[config.mk]
export PLATFORM = sky130hd
export DESIGN_NAME = prog_mem_flat
export DESIGN_NICKNAME = d
export VERILOG_FILES = /design/src/rtl/prog_mem_pkg.sv /design/src/rtl/prog_mem_if.sv /design/src/rtl/prog_mem_store.sv /design/src/rtl/prog_mem.sv /design/src/flat_wrapper.sv
export SDC_FILE = /design/constraint.sdc
export NUM_CORES = 1
export LEC_CHECK = 0
export CORE_MARGIN = 1.5
export CORE_UTILIZATION = 65
export DETAILED_ROUTE_END_ITERATION = 10
export MAX_ROUTING_LAYER = met4
export PLACE_DENSITY = 0.84
export SKIP_CTS_REPAIR_TIMING = 1
export SLEW_MARGIN = 20
export SYNTH_ARGS = -nofsm -noshare
export SYNTH_HDL_FRONTEND = slang
export SYNTH_HIERARCHICAL = 1
export SYNTH_SLANG_ARGS = --single-unit
[constraint.sdc]
create_clock -name clk -period 6.2 [get_ports clk]
set_input_delay 0.93 -clock clk [delete_from_list [all_inputs] [get_ports clk]]
set_output_delay 0.93 -clock clk [all_outputs]
set_load 0.02 [all_outputs]
[src/rtl/prog_mem_pkg.sv]
// rtl/prog_mem_pkg.sv - shared types and constants for the loadable instruction memory
package prog_mem_pkg;

    typedef enum logic {
        ST_LOAD = 1'b0,
        ST_RUN  = 1'b1
    } state_e;

    // add $zero,$zero,$zero
    localparam logic [31:0] NOP_DEFAULT = 32'h0000_0020;

    function automatic logic is_aligned(input logic [1:0] addr_lsb);
        return addr_lsb == 2'b00;
    endfunction

endpackage

[src/rtl/prog_mem_if.sv]
// rtl/prog_mem_if.sv - load handshake and fetch port bundle for prog_mem
interface prog_mem_if;
    logic        ld_valid;
    logic        ld_ready;
    logic [31:0] ld_data;
    logic        ld_last;
    logic        ld_overflow;
    logic        reload;
    logic        running;
    logic [31:0] pc;
    logic        fetch_en;
    logic        stall;
    logic [31:0] instr;
    logic        instr_valid;
    logic        fault;

    modport master (
        output ld_valid, ld_data, ld_last, reload, pc, fetch_en, stall,
        input  ld_ready, ld_overflow, running, instr, instr_valid, fault
    );

    modport slave (
        input  ld_valid, ld_data, ld_last, reload, pc, fetch_en, stall,
        output ld_ready, ld_overflow, running, instr, instr_valid, fault
    );
endinterface

[src/rtl/prog_mem_store.sv]
// rtl/prog_mem_store.sv - word array with sync write and registered, enable-gated read
module prog_mem_store #(
    parameter int DEPTH_WORDS = 20,
    parameter int AW          = 5
) (
    input  logic          clk,
    input  logic          wr_en,
    input  logic [AW-1:0] wr_addr,
    input  logic [31:0]   wr_data,
    input  logic          rd_en,
    input  logic [AW-1:0] rd_addr,
    output logic [31:0]   rd_data
);

    logic [31:0] mem [DEPTH_WORDS];
    logic [31:0] rd_data_q;

    // Contents survive reset; the read register simply holds while rd_en is low.
    always_ff @(posedge clk) begin
        if (wr_en) begin
            mem[wr_addr] <= wr_data;
        end
        if (rd_en) begin
            rd_data_q <= mem[rd_addr];
        end
    end

    assign rd_data = rd_data_q;

endmodule

[src/rtl/prog_mem.sv]
// rtl/prog_mem.sv - loadable instruction memory: LOAD/RUN control, fault check, fetch output
module prog_mem
    import prog_mem_pkg::*;
#(
    parameter int          DEPTH_WORDS = 20,
    parameter logic [31:0] NOP_WORD    = NOP_DEFAULT
) (
    input  logic     clk,
    input  logic     rst_n,
    prog_mem_if.slave bus
);

    localparam int AW = (DEPTH_WORDS > 1) ? $clog2(DEPTH_WORDS) : 1;
    localparam int CW = $clog2(DEPTH_WORDS + 1);
    localparam logic [CW-1:0] FULL = CW'(DEPTH_WORDS);

    state_e        state_q, state_d;
    logic [CW-1:0] wr_ptr_q, wr_ptr_d;
    logic [CW-1:0] loaded_cnt_q, loaded_cnt_d;
    logic          ld_overflow_q, ld_overflow_d;
    logic          instr_valid_q, instr_valid_d;
    logic          fault_q, fault_d;
    logic          sel_mem_q, sel_mem_d;

    logic          wr_en;
    logic          rd_en;
    logic          ld_ready;
    logic [29:0]   fetch_idx;
    logic          fetch_bad;
    logic [31:0]   rd_data;

    assign ld_ready  = (state_q == ST_LOAD) && (wr_ptr_q != FULL);
    assign fetch_idx = bus.pc[31:2];
    // loaded_cnt never exceeds DEPTH_WORDS, so this also rejects indices past the array
    assign fetch_bad = !is_aligned(bus.pc[1:0]) || (fetch_idx >= 30'(loaded_cnt_q));

    always_comb begin
        state_d       = state_q;
        wr_ptr_d      = wr_ptr_q;
        loaded_cnt_d  = loaded_cnt_q;
        ld_overflow_d = ld_overflow_q;
        instr_valid_d = instr_valid_q;
        fault_d       = fault_q;
        sel_mem_d     = sel_mem_q;
        wr_en         = 1'b0;
        rd_en         = 1'b0;

        case (state_q)
            ST_LOAD: begin
                instr_valid_d = 1'b0;
                fault_d       = 1'b0;
                sel_mem_d     = 1'b0;
                if (wr_ptr_q == FULL) begin
                    ld_overflow_d = ld_overflow_q | bus.ld_valid;
                    loaded_cnt_d  = FULL;
                    state_d       = ST_RUN;
                end else if (bus.ld_valid) begin
                    wr_en    = 1'b1;
                    wr_ptr_d = wr_ptr_q + CW'(1);
                    if (bus.ld_last) begin
                        loaded_cnt_d = wr_ptr_q + CW'(1);
                        state_d      = ST_RUN;
                    end
                end
            end
            ST_RUN: begin
                if (!bus.stall) begin
                    if (bus.fetch_en) begin
                        instr_valid_d = 1'b1;
                        fault_d       = fetch_bad;
                        sel_mem_d     = !fetch_bad;
                        rd_en         = !fetch_bad;
                    end else begin
                        instr_valid_d = 1'b0;
                        fault_d       = 1'b0;
                        sel_mem_d     = 1'b0;
                    end
                end
            end
        endcase

        // A same-cycle ld_last still writes its word, but reload decides the state.
        if (bus.reload) begin
            state_d       = ST_LOAD;
            wr_ptr_d      = '0;
            loaded_cnt_d  = '0;
            ld_overflow_d = 1'b0;
        end
    end

    always_ff @(posedge clk) begin
        if (!rst_n) begin
            state_q       <= ST_LOAD;
            wr_ptr_q      <= '0;
            loaded_cnt_q  <= '0;
            ld_overflow_q <= 1'b0;
            instr_valid_q <= 1'b0;
            fault_q       <= 1'b0;
            sel_mem_q     <= 1'b0;
        end else begin
            state_q       <= state_d;
            wr_ptr_q      <= wr_ptr_d;
            loaded_cnt_q  <= loaded_cnt_d;
            ld_overflow_q <= ld_overflow_d;
            instr_valid_q <= instr_valid_d;
            fault_q       <= fault_d;
            sel_mem_q     <= sel_mem_d;
        end
    end

    prog_mem_store #(
        .DEPTH_WORDS(DEPTH_WORDS),
        .AW         (AW)
    ) u_store (
        .clk    (clk),
        .wr_en  (wr_en),
        .wr_addr(AW'(wr_ptr_q)),
        .wr_data(bus.ld_data),
        .rd_en  (rd_en),
        .rd_addr(AW'(fetch_idx)),
        .rd_data(rd_data)
    );

    assign bus.ld_ready    = ld_ready;
    assign bus.ld_overflow = ld_overflow_q;
    assign bus.running     = (state_q == ST_RUN);
    assign bus.instr       = sel_mem_q ? rd_data : NOP_WORD;
    assign bus.instr_valid = instr_valid_q;
    assign bus.fault       = fault_q;

endmodule
[src/flat_wrapper.sv]
// flat-port wrapper written by rule: the top's interface ports become plain ports
module prog_mem_flat import prog_mem_pkg::*;
#(
    parameter int          DEPTH_WORDS = 20,
    parameter logic [31:0] NOP_WORD    = NOP_DEFAULT
)
  (clk, rst_n, bus_ld_valid, bus_ld_data, bus_ld_last, bus_reload, bus_pc, bus_fetch_en, bus_stall, bus_ld_ready, bus_ld_overflow, bus_running, bus_instr, bus_instr_valid, bus_fault);
  prog_mem_if bus_i ();
  input  logic clk;
  input  logic rst_n;
  input wire logic [$bits(bus_i.ld_valid)-1:0] bus_ld_valid;
  input wire logic [$bits(bus_i.ld_data)-1:0] bus_ld_data;
  input wire logic [$bits(bus_i.ld_last)-1:0] bus_ld_last;
  input wire logic [$bits(bus_i.reload)-1:0] bus_reload;
  input wire logic [$bits(bus_i.pc)-1:0] bus_pc;
  input wire logic [$bits(bus_i.fetch_en)-1:0] bus_fetch_en;
  input wire logic [$bits(bus_i.stall)-1:0] bus_stall;
  output wire logic [$bits(bus_i.ld_ready)-1:0] bus_ld_ready;
  output wire logic [$bits(bus_i.ld_overflow)-1:0] bus_ld_overflow;
  output wire logic [$bits(bus_i.running)-1:0] bus_running;
  output wire logic [$bits(bus_i.instr)-1:0] bus_instr;
  output wire logic [$bits(bus_i.instr_valid)-1:0] bus_instr_valid;
  output wire logic [$bits(bus_i.fault)-1:0] bus_fault;
  assign bus_i.ld_valid = bus_ld_valid;
  assign bus_i.ld_data = bus_ld_data;
  assign bus_i.ld_last = bus_ld_last;
  assign bus_i.reload = bus_reload;
  assign bus_i.pc = bus_pc;
  assign bus_i.fetch_en = bus_fetch_en;
  assign bus_i.stall = bus_stall;
  assign bus_ld_ready = bus_i.ld_ready;
  assign bus_ld_overflow = bus_i.ld_overflow;
  assign bus_running = bus_i.running;
  assign bus_instr = bus_i.instr;
  assign bus_instr_valid = bus_i.instr_valid;
  assign bus_fault = bus_i.fault;
  prog_mem #(.DEPTH_WORDS(DEPTH_WORDS), .NOP_WORD(NOP_WORD)) u_core (.clk(clk), .rst_n(rst_n), .bus(bus_i));
endmodule
==> summary.md, run 1 <==
| Metric | Value |
|---|---|
| Run status | complete, no violations |
| Nets | 1712 |
| Maxcap violations | 0 |
| H-tree depth | 3 |
| Antenna violations before repair | 1 |
| Tot GR Track Use | 30.43% |
| Post-route core utilization | 75.02% |
| Max Clock Skew | 22.31 ps |
| Crit-path max FO | 90 |
| CP startpoint kind | input pin |
| Clk pwr share | 40.3% |
| Synth unique cells | 51 |
| Syn_area_per_cell | 17.93 sq um |
| Port bufs | 107 |
| Largest net degree at the start of global routing | 91 |
| GR Overflow Total | 0 |
| Synth warn | 6 |
| Synth Flop Type | edfxtp_1 |
| Clock Tree Buf Depth | 3 |
| CTS Buf Count | 66 |
| Hold Fails Final Rpt | 0 |
| Kind of critical path | in2reg |
| Vias in the first global route | 14.86k |
| Global routing usage on met2 | 47.69% |
| CP required | 6500 ps |
| CTS tree | built |
| Worst Path Arrival | 4120 ps |
| Worst VDD drop | 0.0002487 V |
| DP HPWL | 32410 um |
| Die ar. | 42600 sq um |
| Biggest area consumer among synthesized cells | edfxtp_1 |
| Worst-path clk slew | 60 ps |
| First-pass GRT wire length | 90390 um |
| DRC | 0 |
| Later-pin clock latency in the skew report | 580 ps |
| Max incr delay on CP | 820 ps |
| Worst path bufs/invs | 3 |
| Initial core utilization | 65.86% |
| Gpl congestion | 0.8316 |
| Largest cells by area after synthesis | edfxtp_1, mux2i_1, mux4_2, mux2_2, nand3_1 |
| Sw frac | 20.52% |
| Share of the synthesized area in the top cell type | 75.04% |
| Worst Hold Path EP | u_core/bus.ld_overflow |
| Final non-filler cell total | 2214 |
| Final min period | 3812 ps |
| HP Class | reg2reg |
| Most frequent cell after synthesis | edfxtp_1 |
| Met1 Usage GRT | 40.21% |
| Crit share post-route | 61.49% |
| Post-synthesis sequential area ratio | 76.16% |
| Reg power frac | 55.1% |
| Routed WL per cell | 27.79 um |
| First-pass iteration count of the detailed router | 5 |
| Clock Sinks | 687 |
| Worst Tran Pin Value | 1138 ps |
| Hold Slack | 491.4 ps |
| Die X | 206.4 um |
| FF+latch count, synth | 687 |
| Antenna Nets Post-Route | 0 |
| R2r startpoint | u_core/wr_ptr_q[0] |
| FF-to-FF setup slack | 2700 ps |
| Combinational power share | 4.6% |
| R2R cell count | 7 |
| Site Rows | 74 |
| Leak | 0.01028 uW |
| Worst Setup End Kind | register |
| Share of layout cells above drive strength 1 | 13.56% |
| DRT Wirelength | 61530 um |
| GR peak layer | met2 |
| Final Max Slew Viols | 0 |
| Setup violators final | 0 |
| Syn_nets | 1578 |
| Post-synth ARST share | 0% |
| Via Count | 14.66k |
| Int Pwr | 7407 uW |
| Hold depth | 2 |
| Slew headroom | 24.15% |
| DR iter-0 viols | 1663 |
| Mapped Cells | 1500 |
| I/O Pins | 108 |
| Footprint of the multi-input gates | 6033 sq um |
| Crit path max-delay cell type | buf_4 |
| Crit-path leading delay family | buffers and inverters |
| R2R Path End | u_core/u_store/mem[19][7] |
| Most used cell, CP | buf_4 |
| Root buffer cell | clkbuf_16 |
| Area growth syn-to-layout | 13.91% |
| Met3 global-route usage | 6.039% |
| Most frequent cells after synthesis | edfxtp_1, mux2i_1, nand2_1, nand3_1, nor2_1 |
| Die height | 206.4 um |
| Vias per cell | 6.619 |
| Total Neg Setup Slack | 0 ps |
| Cell count after placement | 2096 |
| Reg area | 20480 sq um |
| Hold Path Origin | u_core/bus.ld_overflow |
| Crit-path cells | buf_8 > buf_4 > buf_4 > mux2_2 > a211oi_1 > nand3_1 |
| Synthesized area | 26890 sq um |
| Power per Cell Area | 304.2 nW/um^2 |
| Fmax | 262.3 MHz |
| EDFF count, synth | 672 |
| Fill cells | 2206 |
| CORE AREA | 40830 sq um |
| RSZ-0062 raised after global routing | no |
| Sw Pwr | 1912 uW |
final cells by class:
class,count,share of cell area [%]
antenna,1,0.008169
tap,532,2.173
timing repair buffer,143,4.632
multi-input combinational,727,19.70
sequential,687,66.86
inverter,9,0.1103
clock inverter,34,0.7393
clock buffer,81,5.784
placed cells by master (no fill, tap or decap), types with 37 or more instances in the layout:
cell / count
edfxtp_1: 672
nand3_1: 70
mux2i_1: 224
clkbuf_16: 69
nand2_1: 72
clkdlybuf4s50_1: 105
a21oi_1: 37
nor2_1: 47
logic make-up (layout without fill, tap and decap cells):
logic type / after synthesis / after routing / share of synthesized area [%]
DFF: 687 / 687 / 76.16
and+or+nand+nor: 279 / 279 / 5.151
buffers and inverters: 86 / 267 / 2.117
other: 0 / 1 / 0
xor gates and xnor gates: 7 / 7 / 0.2280
adders and majority gates: 7 / 7 / 0.3257
AOI/OAI and AO/OA: 145 / 145 / 3.606
muxes: 289 / 289 / 12.41
power groups by stage:
stage          logic (uW)  clock network, uW  registers [uW]
6_report              427               3760            5130
5_1_grt               453               3970            5130
4_1_cts               417               3780            5130
3_5_place_dp          411                  0            5230
3_3_place_gp          393                  0            5230
2_1_floorplan         244                  0            5230
per-stage QoR:
| stage | power, uW | area, sq um | worst slack (ps) |
|---|---|---|---|
| final | 9319 | 30630 | 2388 |
| after global routing | 9559 | 30630 | 2261 |
| after CTS | 9334 | 30570 | 2410 |
| after detailed placement | 5643 | 28570 | 1865 |
| after global placement | 5623 | 28510 | 1916 |
| after floorplan | 5473 | 26890 | 2677 |
worst max path at each step:
stage,cells past startpoint,slack (ps),startpoint,to
after floorplan,4,2680,bus_ld_valid,u_core/u_store/mem[12][0]
after global placement,6,1920,bus_pc[2],u_core/u_store/rd_data[29]
after detailed placement,6,1870,bus_pc[2],u_core/u_store/rd_data[29]
after CTS,6,2410,bus_pc[2],u_core/u_store/rd_data[29]
after global routing,6,2260,bus_pc[2],u_core/u_store/rd_data[28]
final,6,2390,bus_pc[2],u_core/u_store/rd_data[28]
registers in the layout (all words and copies together), names as in the netlist:
signal and flops:
u_core/sel_mem_q 1, u_core/bus.instr_valid 1, u_core/bus.running 1, u_core/u_store/mem 640, u_core/u_store/rd_data 32, u_core/bus.fault 1
u_core/loaded_cnt_q 5, u_core/bus.ld_overflow 1, u_core/wr_ptr_q 5
metal layers:
layer | share of wire, % | vias up
met5 | 0 | -
met4 | 3.3 | 0
met3 | 10 | 155
met2 | 49 | 955
met1 | 37 | 7354
li1 | - | 6191
worst reg2reg max path, stage by stage (launching register included):
cell and delay, ps:
dfxtp_1 480, inv_1 100, ha_1 240, nand4b_2 130, and3_1 420, nand3_1 490, nor2_4 860, buf_4 420
No activity file was read; power rests on OpenSTA's default activity.
==> inputs of run 2 (changes only) <==
--- a/config.mk
+++ b/config.mk
@@ -6,10 +6,10 @@
 export NUM_CORES = 1
 export LEC_CHECK = 0
 export CORE_MARGIN = 1.5
-export CORE_UTILIZATION = 65
+export CORE_UTILIZATION = 55
 export DETAILED_ROUTE_END_ITERATION = 10
 export MAX_ROUTING_LAYER = met4
-export PLACE_DENSITY = 0.84
+export PLACE_DENSITY = 0.76
 export SKIP_CTS_REPAIR_TIMING = 1
 export SLEW_MARGIN = 20
 export SYNTH_ARGS = -nofsm -noshare
==> constraint.sdc (replaced) <==
create_clock -name clk -period 3.5 [get_ports clk]
set_input_delay 0.525 -clock clk [delete_from_list [all_inputs] [get_ports clk]]
set_output_delay 0.525 -clock clk [all_outputs]
set_load 0.02 [all_outputs]
==> run 2 against run 1 <==
Sequential cell count unchanged; cell count increased by 4.9%; clock skew decreased by 3.5 ps; largest power group unchanged; total power increased by 78%; count of clock-buffer cells in the layout increased by 11; highest routed layer unchanged; critical path type is now reg2out.
==> summary.md, run 2 (synthesized netlist as in run 1, its figures left out) <==
| Metric | Value |
|---|---|
| Run status | complete, no violations |
| DR iter-0 viols | 1614 |
| Hold Path Origin | u_core/loaded_cnt_q[0] |
| Clock Sinks | 687 |
| Setup violators final | 0 |
| H-tree depth | 3 |
| First-pass GRT wire length | 89840 um |
| Total Neg Setup Slack | 0 ps |
| Largest net degree at the start of global routing | 136 |
| FF-to-FF setup slack | 700 ps |
| CTS Buf Count | 66 |
| Largest reg by FF count | u_core/u_store/mem |
| Slew headroom | 28.86% |
| Initial core utilization | 56.09% |
| DRT met1 WL | 24840 um |
| Die X | 224.1 um |
| Worst VDD drop | 0.0003272 V |
| Port bufs | 107 |
| Site Rows | 80 |
| Antenna Nets Post-Route | 0 |
| Fill cells | 3082 |
| HP Class | reg2reg |
| DRC | 0 |
| Top sig layer | met4 |
| Gpl congestion | 0.8560 |
| Kind of critical path | reg2out |
| CORE AREA | 47950 sq um |
| Nets | 1734 |
| Crit share post-route | 84.76% |
| R2R Path End | u_core/u_store/mem[12][18] |
| Share of layout cells above drive strength 1 | 14.66% |
| Vias per cell | 6.164 |
| R2R cell count | 7 |
| Max Clock Skew | 18.83 ps |
| Routed WL per cell | 25.92 um |
| Most frequent cells in the layout | edfxtp_1, mux2i_1, clkdlybuf4s50_1 |
| Die ar. | 50230 sq um |
| I/O Pins | 108 |
| Via Count | 14.31k |
| Hold depth | 2 |
| Antenna violations before repair | 0 |
| DP HPWL | 36250 um |
| DRT Wirelength | 60190 um |
| Max reg flops | 640 |
| Hold Fails Final Rpt | 0 |
| Later-pin clock latency in the skew report | 590 ps |
| Commonest non-fill, non-tap cell in the layout | edfxtp_1 |
| Leak | 0.01044 uW |
| First-pass iteration count of the detailed router | 6 |
| Tot GR Track Use | 25.26% |
| R2r startpoint | u_core/wr_ptr_q[1] |
| Worst-path clk slew | 60 ps |
| CP startpoint kind | register |
| Vias in the first global route | 14.38k |
| Final Max Slew Viols | 0 |
| CP required | 2970 ps |
| Fmax | 337.1 MHz |
| Worst Tran Pin Value | 1067 ps |
| Power, Total | 16600 uW |
| Die height | 224.1 um |
| Worst Setup End Kind | output port |
| Area growth syn-to-layout | 15.54% |
| Worst Hold Path EP | u_core/loaded_cnt_q[0] |
| GR Overflow Total | 0 |
| DR WL met3 | 5511 um |
| Final min period | 2967 ps |
| Worst Path Arrival | 2440 ps |
| CTS tree | built |
| Hold Slack | 468.4 ps |
| Root buffer cell | clkbuf_16 |
| Crit-path max FO | 8 |
| Power per Cell Area | 534.3 nW/um^2 |
| Met2 routed WL | 28610 um |
| RSZ-0062 raised after global routing | no |
| Maxcap violations | 0 |
| Clock Tree Buf Depth | 3 |
-- run 2: layout make-up --
class	instances	area (sq um)	area share, %
clock inverter	25	168.9	0.5437
antenna	2	5.005	0.01611
inverter	9	33.78	0.1087
sequential	687	20480	65.91
multi-input combinational	727	6031	19.41
tap	615	769.5	2.477
timing repair buffer	165	1707	5.493
clock buffer	92	1876	6.037
-- run 2: power breakdown --
| group | leakage (uW) | internal (uW) | switching [uW] |
|---|---|---|---|
| Combinational | 0.00325 | 298 | 488 |
| Clock | 0.00101 | 3890 | 2830 |
| Sequential | 0.00618 | 9080 | 11.4 |
-- run 2: layer usage --
metal | global-route usage, % | vias to the layer above
li1 | - | 6238
met1 | 35.37 | 7295
met2 | 38.35 | 690
met3 | 4.748 | 89
met4 | 7.127 | 0
met5 | - | -
-- run 2: metrics by stage --
step                std cells  worst slack [ps]  instance area (sq um)  utilization, %
floorplan                1500             73.15                  26890               -
global placement         2203             583.4                  29020           60.52
detailed placement       2203             537.6                  29020           60.52
CTS                      2320             528.4                  31060           64.79
global route             2320             441.6                  31060           64.79
finish                   2322             533.3                  31070           64.80
-- run 2: worst max-delay path by stage --
stage	from	endpoint	depth (start not counted)
3_5_place_dp	bus_pc[6]	u_core/u_store/rd_data[20]	7
5_1_grt	u_core/wr_ptr_q[1]	bus_ld_ready	5
4_1_cts	u_core/wr_ptr_q[1]	bus_ld_ready	5
3_3_place_gp	bus_pc[6]	u_core/u_store/rd_data[1]	7
2_1_floorplan	u_core/wr_ptr_q[0]	u_core/u_store/mem[12][0]	7
6_report	u_core/wr_ptr_q[1]	bus_ld_ready	5
-- run 2: critical path: stages, from the launching register on --
cell and delay (ps):
dfxtp_1 510, inv_1 80, ha_1 210, and4b_1 270, nor2_1 150, clkdlybuf4s50_1 640
